==> src/rtl/f_fetch_pc.sv <==
// Fetch-stage PC unit: the architectural fetch PC, next-PC selection, and the
// producer side of the F->D pipeline register. The fetch is zero-latency: the
// instruction word returned for pc_q is presented in the same cycle.
module f_fetch_pc #(
  parameter logic [31:0] RESET_PC   = 32'h0000_3000,
  parameter logic [31:0] HANDLER_PC = 32'h0000_4180,
  parameter logic [31:0] IM_BASE    = 32'h0000_3000,
  parameter logic [31:0] IM_LAST    = 32'h0000_6FFC,
  parameter logic [4:0]  EXC_ADEL   = 5'd4
) (
  input  logic        clk,
  input  logic        reset,
  input  logic        req,
  input  logic        en,
  input  logic        D_is_bj,
  input  logic [1:0]  npc_sel,
  input  logic [31:0] D_target,
  input  logic [31:0] D_jr_target,
  input  logic        D_eret,
  input  logic [31:0] EPC,
  output logic [31:0] imem_addr,
  input  logic [31:0] imem_rdata,
  output logic [31:0] F_pc,
  output logic [31:0] F_instr,
  output logic [4:0]  ExcOut,
  output logic        bd,
  output logic        D_clr
);

  logic [31:0] pc_q;
  logic [31:0] pc_plus4;
  logic [31:0] next_pc;
  logic        adel;

  assign pc_plus4 = pc_q + 32'd4;

  // Next-PC select: eret outranks any branch/jump select from D.
  always_comb begin
    next_pc = pc_plus4;
    if (D_eret) begin
      next_pc = EPC;
    end else begin
      unique case (npc_sel)
        2'd1:    next_pc = D_target;
        2'd2:    next_pc = D_jr_target;
        default: next_pc = pc_plus4;
      endcase
    end
  end

  // PC register: reset > exception request > advance > hold (stall).
  always_ff @(posedge clk) begin
    if (reset) begin
      pc_q <= RESET_PC;
    end else if (req) begin
      pc_q <= HANDLER_PC;
    end else if (en) begin
      pc_q <= next_pc;
    end
  end

  // Fetch address check: misaligned or outside instruction memory.
  always_comb begin
    adel = (pc_q[1:0] != 2'b00) || (pc_q < IM_BASE) || (pc_q > IM_LAST);
  end

  // Fetch outputs: a faulting fetch is replaced by a nop but still reports
  // its PC so the handler can recover the bad address.
  always_comb begin
    imem_addr = pc_q;
    F_pc      = pc_q;
    F_instr   = adel ? '0 : imem_rdata;
    ExcOut    = adel ? EXC_ADEL : '0;
  end

  // Delay-slot flag and eret squash. eret has no delay slot, so the PC+4
  // fetch sitting in F is dropped on the same edge pc_q loads EPC; a pending
  // request or reset flushes D on its own, so no squash is raised then.
  always_comb begin
    bd    = D_is_bj & ~D_eret;
    D_clr = D_eret & en & ~req & ~reset;
  end

endmodule

==> config.mk <==
export PLATFORM = sky130hd
export DESIGN_NAME = f_fetch_pc
export DESIGN_NICKNAME = d
export VERILOG_FILES = /design/src/rtl/f_fetch_pc.sv
export SDC_FILE = /design/constraint.sdc
export NUM_CORES = 1
export LEC_CHECK = 0
export ABC_CLOCK_PERIOD_IN_PS = 2100
export BUFFER_PORTS_ARGS = -buffer_cell sky130_fd_sc_hd__buf_4
export CAP_MARGIN = 25
export CORE_AREA = 2 2 93 95
export CTS_CLUSTER_DIAMETER = 150
export DETAILED_ROUTE_END_ITERATION = 10
export DIE_AREA = 0 0 95 97
export PLACE_DENSITY = 0.77
export SLEW_MARGIN = 30
export SYNTH_ARGS = -nofsm -noshare
export SYNTH_HDL_FRONTEND = slang
export SYNTH_SLANG_ARGS = --single-unit
==> constraint.sdc <==
create_clock -name clk -period 2.1 [get_ports clk]
set_input_delay 0.105 -clock clk [delete_from_list [all_inputs] [get_ports clk]]
set_output_delay 0.105 -clock clk [all_outputs]
set_load 0.02 [all_outputs]
==> results by group <==
Die
  • Core area: 8130 um^2
  • Total die area: 9220 um^2
  • Initial core utilization: 0.385
  • I/O pin count: 239
  • Die Ht: around 97 um
  • Die X: between 90 and 100 um
  • # rows: 33

Route
  • Remaining antenna violation count: 0
  • Iteration-0 DRC Markers: 296
  • Post-Route WL: 14,100 um
  • Routed len/inst: 19.0 um
  • Vias: 4,260
  • DR pass1 iterations: 5
  • DRC viols: 0
  • Vias/cell: around 5.8

Timing
  • Post-route minimum period: 2.01 ns
  • Setup TNS: 0 ns
  • Fin. Hold Viols: 0
  • Hold slack: 0.0359 ns
  • RSZ-0062 raised after global routing: no
  • Period utilization: 0.959
  • Setup ws final: around 0.085 ns
  • Max Slew Vio Count: 0
  • Setup Skew: 0.00674 ns
  • Peak Freq: 496 MHz
  • Final setup fails: 0

Clocking
  • Root Driver: clkbuf_8
  • CTS tree: yes
  • CTS Buf Count: 5
  • Clock tree buffer depth: 2
  • # Post-CTS Setup Buffers: 0
  • H-tree depth: 2
  • Clk sink count: 32
  • Clock slew at reported path FFs: 0.07 ns
  • Clock Latency Late Sink: 0.30 ns

Final layout
  • Antenna diode count: 0
  • Area delta synth->final: 59.4%
  • Largest register FFs: 30
  • Share of cells above drive strength 1: 0.460
  • Nets: just under 800

Synth
  • Warnings from Yosys: 0
  • Synthesized flop and latch total: 32
  • Top-count cell post-synth: buf_4
  • Top_reg_cell synth: dfxtp_1
  • Sequential fraction of the synthesis area: 0.205
  • Post-Syn Instances: 430
  • Post-synth EDFFs: 0
  • Share of flip-flops with an asynchronous set or reset: 0
  • Syn Area/Cell: roughly 7.3 um^2
  • Synth top area cells: dfxtp_1 20%, buf_4 9.4%, a221oi_1 7.6%
  • Synth top area share: 0.205
  • Post-Syn Area: 3130 um^2
  • Synth cell types: 53
  • Yosys top cell by area: dfxtp_1
  • Synth top cells by count: 39 x buf_4, 38 x a21oi_1, 33 x and2_1

Min path
  • Hold path depth: 2
  • Hold Path Origin: reset
  • Hold crit path type: in2reg

Global routing
  • Total GRT Usage: 0.297
  • Grt ovf: 0
  • First-pass GRT wire length: 21,600 um
  • Vias in the first global route: approximately 4,100
  • Largest net degree at the start of global routing: 44
  • Initial antenna violation count: 0

Placed design
  • Buffers added on ports: approximately 230
  • DP Worst Slack: 0.210 ns
  • Routability cong.: 0.926
  • Post-DP HPWL: 11,000 um

Worst setup path
  • Crit-path max FO: 17
  • Slowest cell delay on critical path: 0.38 ns
  • CP delay by family, top: simple AND/OR/NAND/NOR gates
  • Crit Path Class: reg2out
  • CP bufs+invs: 2
  • Reg2Reg Setup Slack: 0.15 ns
  • CP max-delay cell: dfxtp_1
  • Startpoint Class: flop
  • Worst-case reg-to-reg path depth: 5
  • Crit. End Element: primary output
  • CP cell instances: nor4_2 > nand3_1 > nor3_4 > buf_6 > and2_1 > buf_4
  • Worst R2R End: F_pc[28]
  • Worst EP arrival: approximately 1.9 ns
  • Reg2reg start: F_pc[18]
  • Crit path from: F_pc[26]
  • Crit path depth: 6
  • CP Data Required Time: 2.00 ns
  • Worst setup path end: F_instr[17]

Pwr
  • Combinational share of power: 0.468
  • Internal: 1.41 mW
  • Maximum vdd drop: 0.000251 V
  • Sequential share of power: 0.303
  • P per Cell Area: about 450 nW/um^2
  • Clk pwr share: 0.229
  • Static leakage: 2.32 nW
  • Switching share of power: 0.370
  • Psw: 825 uW

Outcome
  • Status: finished, final reports clean

Job
  • Max cap viols: 0
[repair_timing]
action | CTS | global route
endpoints found under the setup margin | 0 | 33
hold buffers | 0 | 0
resized for setup | 0 | 7
[layout by cell type (no fill, tap or decap), drive strengths merged, types with 8 or more instances in the layout]
cell and n:
a22oi 8, a221oi 27, a21oi 38, o21ai 27, and2 34, dfxtp 32
nand4 11, nor2 14, inv 13, buf 268, nor3 11, nand3 14
a211oi 14, nand2 29, clkbuf 8
[layout make-up]
cell class	instances	area [um^2]
Clock buffer	8	90.1
Tap cell	105	131
Multi-Input combinational cell	314	2050
Sequential cell	32	641
Fill cell	760	3150
Timing Repair Buffer	268	2030
Inverter	13	48.8
[kinds of logic (layout without fill, tap and decap cells)]
group                    Yosys count  in the layout  share of synthesized area
AO/OA/AOI/OAI                    157            157                      0.349
XOR/XNOR                           8              8                     0.0224
adder cells (fa/ha/maj)            3              3                     0.0120
buffers and inverters             87            289                      0.154
flip-flops                        32             32                      0.205
multiplexers                       1              1                    0.00360
other                              1              4                    0.00120
AND/OR/NAND/NOR                  141            141                      0.254
[worst register-to-register path, cell delays in order (launching register included)]
cell,delay (ns)
dfxtp_1,0.49
and4_1,0.37
nand2_1,0.23
or4_1,0.52
a21oi_1,0.16
o21a_1,0.12
[power by group through the flow]
stage / clock network (mW) / registers (mW) / logic, mW
floorplan: 0 / 0.734 / 0.494
global placement: 0 / 0.686 / 1.01
detailed placement: 0 / 0.688 / 1.01
CTS: 0.505 / 0.674 / 1.02
global route: 0.539 / 0.681 / 1.11
finish: 0.511 / 0.676 / 1.04
[routing by layer]
layer / vias up / routed length [um] / share of wire / track usage
met2: 215 / 6710 / 0.48 / 0.462
met1: 2016 / 5860 / 0.42 / 0.410
met3: 28 / 1280 / 0.091 / 0.0607
met4: 0 / 242 / 0.017 / 0.0925
li1: 2001 / - / - / -
met5: - / 0 / 0 / 0
[worst min-delay path by stage]
stage                         end  slack [ns]
final                     F_pc[8]        0.04
after global routing      F_pc[8]        0.04
after CTS                 F_pc[8]        0.04
after detailed placement  F_pc[8]        0.34
after global placement    F_pc[8]        0.33
after floorplan           F_pc[7]        0.17
[per-stage QoR]
step                       util  area (um^2)  power (mW)  std cells
after detailed placement  0.598         4860        1.70        731
after floorplan               -         3140        1.23        433
after global placement    0.598         4860        1.69        731
final                     0.613         4990        2.23        740
after CTS                 0.609         4950        2.20        739
after global routing      0.613         4990        2.33        740
No activity file was read; power rests on OpenSTA's default activity.
